--- config.mk ---
export PLATFORM = sky130hd
export DESIGN_NAME = eq_ram_ctrl
export DESIGN_NICKNAME = d
export VERILOG_FILES = /design/src/rtl/eq_ram_ctrl_pkg.sv /design/src/rtl/eq_ram_ctrl.sv
export SDC_FILE = /design/constraint.sdc
export NUM_CORES = 1
export LEC_CHECK = 0
export CORE_UTILIZATION = 30
export CTS_CLUSTER_DIAMETER = 150
export CTS_CLUSTER_SIZE = 30
export DETAILED_ROUTE_END_ITERATION = 6
export PLACE_DENSITY = 0.58
export SYNTH_ARGS = -nofsm -noshare
export SYNTH_HDL_FRONTEND = slang
export SYNTH_SLANG_ARGS = --single-unit
--- constraint.sdc ---
create_clock -name clk -period 2.52 [get_ports clk]
set_input_delay 0.252 -clock clk [delete_from_list [all_inputs] [get_ports clk]]
set_output_delay 0.252 -clock clk [all_outputs]
set_load 0.01 [all_outputs]
--- src/rtl/eq_ram_ctrl_pkg.sv ---
// eq_ram_ctrl_pkg: shared types and default sizes for the EQ coefficient/sample
// RAM controller.
//   EQ_RAM_HEIGHT : default number of RAM words (maximum sweep length)
//   EQ_RAM_WIDTH  : default data / address-port width
//   state_e       : controller state encoding
package eq_ram_ctrl_pkg;

  localparam int EQ_RAM_HEIGHT = 279;
  localparam int EQ_RAM_WIDTH  = 16;

  typedef enum logic [1:0] {
    IDLE  = 2'd0,
    WRITE = 2'd1,
    SWEEP = 2'd2
  } state_e;

endpackage

--- src/rtl/eq_ram_ctrl.sv ---
// eq_ram_ctrl: arbitrates the single-port EQ RAM between host config writes and
// the MAC tap reader. A start sweeps addresses 0..len-1 and streams registered
// taps under valid/ready. Host writes are only granted between sweeps.
// Ports:
//   clk, rst_n                      clock, async active-low reset
//   cfg_req/addr/data, cfg_ack/err  host write request / one-cycle response
//   start, sweep_len, start_ovf     sweep request, length, dropped-start pulse
//   busy                            high in WRITE and SWEEP
//   tap_valid/ready/data/idx/last   tap stream to the MAC
//   ram_we/a/di, ram_do             RAM control, async read data
module eq_ram_ctrl
  import eq_ram_ctrl_pkg::*;
#(
  parameter int RAM_HEIGHT = EQ_RAM_HEIGHT,
  parameter int RAM_WIDTH  = EQ_RAM_WIDTH
) (
  input  logic                 clk,
  input  logic                 rst_n,
  input  logic                 cfg_req,
  input  logic [RAM_WIDTH-1:0] cfg_addr,
  input  logic [RAM_WIDTH-1:0] cfg_data,
  output logic                 cfg_ack,
  output logic                 cfg_err,
  input  logic                 start,
  input  logic [RAM_WIDTH-1:0] sweep_len,
  output logic                 busy,
  output logic                 start_ovf,
  output logic                 tap_valid,
  input  logic                 tap_ready,
  output logic [RAM_WIDTH-1:0] tap_data,
  output logic [RAM_WIDTH-1:0] tap_idx,
  output logic                 tap_last,
  output logic                 ram_we,
  output logic [RAM_WIDTH-1:0] ram_a,
  output logic [RAM_WIDTH-1:0] ram_di,
  input  logic [RAM_WIDTH-1:0] ram_do
);

  localparam logic [RAM_WIDTH-1:0] HEIGHT_W = RAM_WIDTH'(RAM_HEIGHT);
  localparam logic [RAM_WIDTH-1:0] ONE_W    = RAM_WIDTH'(1);

  state_e               state_q;
  logic [RAM_WIDTH-1:0] cnt_q, len_q, addr_q, data_q;
  logic                 err_q, pending_q, start_ovf_q;
  logic                 tap_valid_q, tap_last_q;
  logic [RAM_WIDTH-1:0] tap_data_q, tap_idx_q;

  logic                 idle_free, idle_go_sweep, start_defer, pend_take;
  logic                 sweep_adv, sweep_done, pending_d;
  logic [RAM_WIDTH-1:0] len_d;

  always_comb begin
    // IDLE only launches a sweep when no write competes for the RAM.
    idle_free     = (state_q == IDLE) && !cfg_req;
    idle_go_sweep = idle_free && (start || pending_q);
    // Any start that cannot launch a sweep right now is queued (depth one).
    start_defer   = start && !idle_free;
    pend_take     = idle_go_sweep || ((state_q == WRITE) && pending_q);
    pending_d     = (pending_q && !pend_take) || (start_defer && !pending_q);
    // Reads only advance when the output register is empty or being drained,
    // so cnt never runs ahead of the tap presented to the MAC.
    sweep_adv     = (state_q == SWEEP) && (!tap_valid_q || tap_ready);
    sweep_done    = sweep_adv && (cnt_q == len_q - ONE_W);
    len_d         = (sweep_len == '0 || sweep_len > HEIGHT_W) ? HEIGHT_W : sweep_len;
  end

  always_ff @(posedge clk or negedge rst_n) begin
    if (!rst_n) begin
      state_q     <= IDLE;
      cnt_q       <= '0;
      len_q       <= '0;
      addr_q      <= '0;
      data_q      <= '0;
      err_q       <= 1'b0;
      pending_q   <= 1'b0;
      start_ovf_q <= 1'b0;
      tap_valid_q <= 1'b0;
      tap_last_q  <= 1'b0;
      tap_data_q  <= '0;
      tap_idx_q   <= '0;
    end else begin
      pending_q   <= pending_d;
      start_ovf_q <= start_defer && pending_q;

      case (state_q)
        IDLE: begin
          if (cfg_req) begin
            state_q <= WRITE;
            addr_q  <= cfg_addr;
            data_q  <= cfg_data;
            err_q   <= (cfg_addr >= HEIGHT_W);
          end else if (idle_go_sweep) begin
            state_q <= SWEEP;
            cnt_q   <= '0;
            len_q   <= len_d;
          end
        end
        WRITE: begin
          if (pending_q) begin
            state_q <= SWEEP;
            cnt_q   <= '0;
            len_q   <= len_d;
          end else begin
            state_q <= IDLE;
          end
        end
        SWEEP: begin
          if (sweep_adv) begin
            cnt_q <= cnt_q + ONE_W;
            if (sweep_done) state_q <= IDLE;
          end
        end
        default: state_q <= IDLE;
      endcase

      // Tap output register: load on advance, drain on ready, else hold.
      if (sweep_adv) begin
        tap_valid_q <= 1'b1;
        tap_data_q  <= ram_do;
        tap_idx_q   <= cnt_q;
        tap_last_q  <= (cnt_q == len_q - ONE_W);
      end else if (tap_ready) begin
        tap_valid_q <= 1'b0;
      end
    end
  end

  assign cfg_ack   = (state_q == WRITE);
  assign cfg_err   = (state_q == WRITE) && err_q;
  assign busy      = (state_q != IDLE);
  assign start_ovf = start_ovf_q;
  assign tap_valid = tap_valid_q;
  assign tap_data  = tap_data_q;
  assign tap_idx   = tap_idx_q;
  assign tap_last  = tap_last_q;
  assign ram_we    = (state_q == WRITE) && !err_q;
  assign ram_a     = (state_q == WRITE) ? addr_q :
                     (state_q == SWEEP) ? cnt_q  : '0;
  assign ram_di    = (state_q == WRITE) ? data_q : '0;

endmodule

# [Word-level counts from Yosys, hierarchy flattened]
# Index checks and enable logic that the tools add are counted.
[op_classes] n_addsub=2 n_lt_le_gt_ge=2 eq_ne=9 mux=21 reduce_logical=32
[op_table] cell="$mux 16" n=11
[op_table] cell="$pmux 16 s3" n=1
[op_table] cell="$pmux 16 s2" n=1
[op_table] cell="$add 16x1->16 const B" n=1
[op_table] cell="$eq 16x16->1" n=1
[op_table] cell="$ge 16x9->1 const B" n=1
[op_table] cell="$gt 16x9->1 const B" n=1
[op_table] cell="$logic_not 16->1" n=1
[op_table] cell="$sub 16x1->16 const B" n=1
[op_table] cell="$logic_and 1x1->1" n=11
[op_table] cell="$mux 2" n=5
[op_table] cell="$ne 2x2->1 const B" n=4
[op_table] cell="$logic_not 1->1" n=6
[op_table] cell="$pmux 2 s3" n=1
[op_table] cell="$reduce_bool 2->1" n=3
[op_table] cell="$logic_or 1x1->1" n=5
[op_table] cell="$reduce_and 5->1" n=1
[op_table] cell="$reduce_and 4->1" n=1
[op_table] cell="$ne 3x3->1 const B" n=1
[op_table] cell="$reduce_and 3->1" n=1
[op_table] cell="$reduce_bool 3->1" n=1
[op_table] cell="$eq 2x1->1 const B" n=1
[op_table] cell="$eq 2x2->1 const B" n=1
[op_table] cell="$logic_not 2->1" n=1
[op_table] cell="other kinds (3)" n=4
[word_totals] reg_bits=103 inputBits=69 out_inout_bits=71 elab_cells=78

# [Depth between registers and ports, before layout]
[depth] depth_word=7 depth_mapped=8 mapped_depth_nobuf=8

# [Least setup slack after synthesis]
# OpenSTA, ideal clock, no wires.
[synth_timing] path_type="reg-to-reg" start="register len_q[5]" end="register tap_last_q, in the netlist tap_last" setup_time_ns=0.118 arrival_ns=2.004 t_required_ns=2.402 path_slack_ns=0.398 path_stages_with_launch=8 path_buffers=1 period_less_slack_ns=2.122 cell_sequence="dfrtp_1 -> or4_1 -> buf_2 -> nor4_2 -> and4bb_1 -> a311oi_1 -> nor4_1 -> a21o_1"
[synth_between] elab_chain_len=2
[synth_rtl] item="from (decl)" line="eq_ram_ctrl.sv:43" source="logic [RAM_WIDTH-1:0] cnt_q, len_q, addr_q, data_q;"
[synth_rtl] item="from (signal assigned)" line="eq_ram_ctrl.sv:95" source="len_q <= len_d;"
[synth_rtl] item="from (signal assigned)" line="eq_ram_ctrl.sv:102" source="len_q <= len_d;"
[synth_rtl] item="$sub 16x1->16" line="eq_ram_ctrl.sv:121" source="tap_last_q <= (cnt_q == len_q - ONE_W);"
[synth_rtl] item="$eq 16x16->1" line="eq_ram_ctrl.sv:121"
[synth_rtl] item="to (signal assigned)" line="eq_ram_ctrl.sv:121"
[synth_rtl] item="to (decl)" line="eq_ram_ctrl.sv:45" source="logic tap_valid_q, tap_last_q;"
# No other way between the ends.
# A chain may end at the register's enable or synchronous reset.

# [Worst setup path in the final report]
[layout_timing] start="register state_q[0]" end="output port ram_a[15]"
[layout_between] elab_chain_len=3 elab_cells_between_ends=4 cone_classes="2 x eq/ne; 2 x mux"
[layout_rtl] item="from (decl)" line="eq_ram_ctrl.sv:42" source="state_e state_q;"
[layout_rtl] item="from (signal assigned)" line="eq_ram_ctrl.sv:69" source="state_q <= IDLE;"
[layout_rtl] item="from (signal assigned)" line="eq_ram_ctrl.sv:88" source="state_q <= WRITE;"
[layout_rtl] item="from (signal assigned)" line="eq_ram_ctrl.sv:93" source="state_q <= SWEEP;"
[layout_rtl] item="$eq 2x2->1" line="eq_ram_ctrl.sv:138" source="(state_q == SWEEP) ? cnt_q : '0;"
[layout_rtl] item="$mux 16" line="eq_ram_ctrl.sv:138"
[layout_rtl] item="$mux 16 (*)" line="eq_ram_ctrl.sv:137" source="assign ram_a = (state_q == WRITE) ? addr_q :"
[layout_rtl] item="to (decl)" line="eq_ram_ctrl.sv:34" source="output logic [RAM_WIDTH-1:0] ram_a,"
# Mark *: on every way between the ends. The rest lies on a longest branch, timed or not.

==> results.ini <==
[final_layout]
design.final.nets=640
num-fill-cells=1533
insertedDiodeCount=0
final_layout_size_suffix_gt1_share_pct=19.2
regArea_um2=2580
layoutNonFillerInstCount=790
multi_input_area_um2=2310
area_delta_synth_final_pct=40.4

[global_routing]
antenna_found_initial=0
grt_pass1_wl_um=21600
gr-total-overflow=0
pin_count_of_the_biggest_net_entering_global_routing=45
grt.total_usage_pct=16.7
grt_pass1_vias=3927

[floorplanning]
dieArea_um2=17200
die-height_um=131
initial_utilization_pct=31.1
boundaryPins=140
placeableCoreArea_um2=16100
row_count=46
die_width_um=131

[yosys]
share_of_the_synthesized_area_in_the_top_cell_type_pct=51.6
post_synth_mux_area_share_pct=14.4
synth_compound_gate_area_share_pct=10.3
synth_nets=503
synth_simple_gate_area_share_pct=15.5
netlist-cell-type-count=59
largest_family_of_logic_cells_by_synthesized_area=simple AND/OR/NAND/NOR gates
synth-async-reset-ratio_pct=100
ys_seq_area_share_pct=51.6
synth_largest_area_cell=sky130_fd_sc_hd__dfrtp_1
yosysWarningCount=0
postSynthAreaPerCell_um2=11.6
ys_seq_elements=103
dominant_register_cell_in_the_synthesized_netlist=sky130_fd_sc_hd__dfrtp_1
synth_edf_count=0
synth.area.top_cells=sky130_fd_sc_hd__dfrtp_1 52%, sky130_fd_sc_hd__mux2_2 14%, sky130_fd_sc_hd__a22o_1 3.3%
synth.cell_area_um2=5000
synth_xor_xnor_area_share_pct=4.73
postSynthCellCount=432
synthAdderAreaFrac_pct=0.501

[drt]
vias=3946
drt_pass1_iterations=4
detailedRoute.firstIterationViolations=267
wirelength_per_cell_um=17.0
final_antenna_net_count=0
met2_wirelength_um=6530
totalWireLength_um=13500
met1Wirelength_um=6080
average_vias_per_placed_instance=4.99
met3_length_um=583
total_drc_errors_in_the_routed_layout=0
top_layer=met4

[sta]
finalHoldViolCount=0
setup_viol_count_final=0
final-max-slew-violation-count=0
timing.final.ws_setup_ns=0.151
worst_slew_margin_rel_pct=51.8
totalNegativeSetupSlack_ns=0
layout_worst_path_cycle_share_pct=94.0
worstMarginPinSlew_ns=0.716
finalWorstPathRequiredPeriod_ns=2.37
grt_setup_unrepaired=no
fin_worst_skew_ns=0.0121
max_freq_mhz=422

[placed_design]
globalplace.congestion=0.885
placedCellCount=773
estimated_wirelength_of_the_detail_placed_design_um=9780
pre_cts_ws_ns=0.130
place.port_buffers=139

[critical_path]
worst_setup_path_end_kind=output pin
cp-start-kind=flop
worstSetupPathDepth=4
required_ns=2.27
slowest_delay_ns=0.63
logic_depth_of_the_worst_register_to_register_path=6
crit_path_max_fanout=35
critical-path-slowest-cell=sky130_fd_sc_hd__clkdlybuf4s50_1
worstPathCellList=nor2b_2 > buf_12 > a22o_1 > clkdlybuf4s50_1
count_of_buffering_cells_on_the_critical_path_with_inverters_included=2
critPathTopFamily=buffers and inverters
critical_path_arrival_ns=2.12
timing.setup.critical_path_class=flop to output pin

[hold_path]
hold_path.class=primary input to async pin

[clock_network]
numCtsBuffers=9
cts_tree=yes
number_of_post_cts_setup_repair_buffers=0
cts_num_sinks=103
cts_root_buffer=sky130_fd_sc_hd__clkbuf_16
htreeDepth=3
clk_latency_worst_skew_pair_ns=0.36
cts.clk_slew.worst_paths_ns=0.08
ctsLongestPathBuffers=2

[power]
p_per_area_nw_per_um2=893
power_leakage_nw=2.85
vdd_drop_max_v=0.000394

[run]
maxCapViolations=0

[outcome]
run_status=completed

## worst paths after layout
kind,startpoint,endpoint,slack [ns]
max in group asynchronous,rst_n,data_q[1]$_DFFE_PN0P_,1.42
setup reg to reg,len_q[5]$_DFFE_PN0P_,tap_last$_DFFE_PN0P_,0.19
hold / removal,rst_n,tap_data[7]$_DFFE_PN0P_,0.40
setup / recovery,state_q[0]$_DFFE_PN0P_,ram_a[15],0.15
min in group clk,data_q[1]$_DFFE_PN0P_,data_q[1]$_DFFE_PN0P_,0.50
hold reg to reg,data_q[1]$_DFFE_PN0P_,data_q[1]$_DFFE_PN0P_,0.50
## worst register-to-register path, delay by kind of cell, from the launching register on
kind               cells  cell delay, ns
DFF                    1            0.44
and+or+nand+nor        2            0.73
AOI/OAI and AO/OA      4            1.06
## cell usage after synthesis (all sizes together), types with 2 or more instances
cell type / number
dfrtp: 103
mux2: 64
nor2: 25
and2: 23
a22o: 20
clkbuf: 19
xnor2: 16
nand2: 14
nor3: 12
xor2: 11
buf: 9
nand4: 9
nor2b: 9
nor4: 9
o21ai: 9
inv: 8
a21oi: 4
a2bb2oi: 4
nand3: 4
or2: 4
a311oi: 3
and3: 3
and4: 3
nor3b: 3
o22a: 3
or3: 3
or4: 3
a31oi: 2
ha: 2
nand2b: 2
nor4b: 2
nor4bb: 2
o211ai: 2
o22ai: 2
o31ai: 2
## state kept, by name, summed over array words and instances (netlist names)
register	cells
cnt_q	16
tap_idx	16
err_q	1
tap_last	1
addr_q	16
tap_data	16
state_q	2
pending_q	1
start_ovf	1
data_q	16
tap_valid	1
len_q	16
## layer usage
metal  global-route usage (%)  vias up
met2                     26.9      104
met4                     6.69        0
met1                     22.0     1979
met5                        0        -
met3                     3.37       19
li1                         -     1844
## cell type report
| type | instances | share of cell area (%) |
|---|---|---|
| Tap cell | 216 | 3.85 |
| Timing Repair Buffer | 154 | 21.8 |
| Clock buffer | 10 | 3.41 |
| Clock inverter | 6 | 0.838 |
| Inverter | 8 | 0.428 |
| Sequential cell | 103 | 36.8 |
| Multi-Input combinational cell | 293 | 32.9 |
## cells by family (layout without fill, tap and decap cells)
kind of cell	count (synthesis)	count (layout)
buf+inv	36	178
compound gates	66	66
flops	103	103
fa+ha+maj	2	2
simple gates	134	134
mux	64	64
xor+xnor	27	27
## report_power, final
group          internal, mW  switching (mW)  leakage, nW  total, mW
clock network         0.726           0.683        0.145       1.41
logic                  1.30           0.980         1.44       2.28
registers              2.17           0.401         1.27       2.57
## placed cells by master, fill, tap and decap left out, drive strengths merged, types with 2 or more instances in the layout
cell | Yosys | final
a21oi | 4 | 4
a22o | 20 | 20
a2bb2oi | 4 | 4
a311oi | 3 | 3
a31oi | 2 | 2
and2 | 23 | 23
and3 | 3 | 3
and4 | 3 | 3
buf | 9 | 15
clkbuf | 19 | 10
clkdlybuf4s50 | 0 | 138
dfrtp | 103 | 103
ha | 2 | 2
inv | 8 | 13
mux2 | 64 | 64
nand2 | 14 | 14
nand2b | 2 | 2
nand3 | 4 | 4
nand4 | 9 | 9
nor2 | 25 | 25
nor2b | 9 | 9
nor3 | 12 | 12
nor3b | 3 | 3
nor4 | 9 | 9
nor4b | 2 | 2
nor4bb | 2 | 2
o211ai | 2 | 2
o21ai | 9 | 9
o22a | 3 | 3
o22ai | 2 | 2
o31ai | 2 | 2
or2 | 4 | 4
or3 | 3 | 3
or4 | 3 | 3
xnor2 | 16 | 16
xor2 | 11 | 11
## through the flow
step	hold WS [ns]	total power, mW	util (%)	area (um2)
finish	0.396	6.26	43.7	7020
detailed placement	0.260	4.90	41.6	6680
global route	0.441	6.66	43.7	7020
CTS	0.417	6.33	43.5	6990
global placement	0.255	4.81	41.6	6680
floorplan	-0.0436	3.87	-	5000
## what timing repair did
item,CTS,global route
hold buffers,1,0
gates resized for setup,0,6
endpoints found under the setup margin,0,4
endpoints found under the hold margin,35,0
Note: power is estimated with default switching activity, not from simulation.
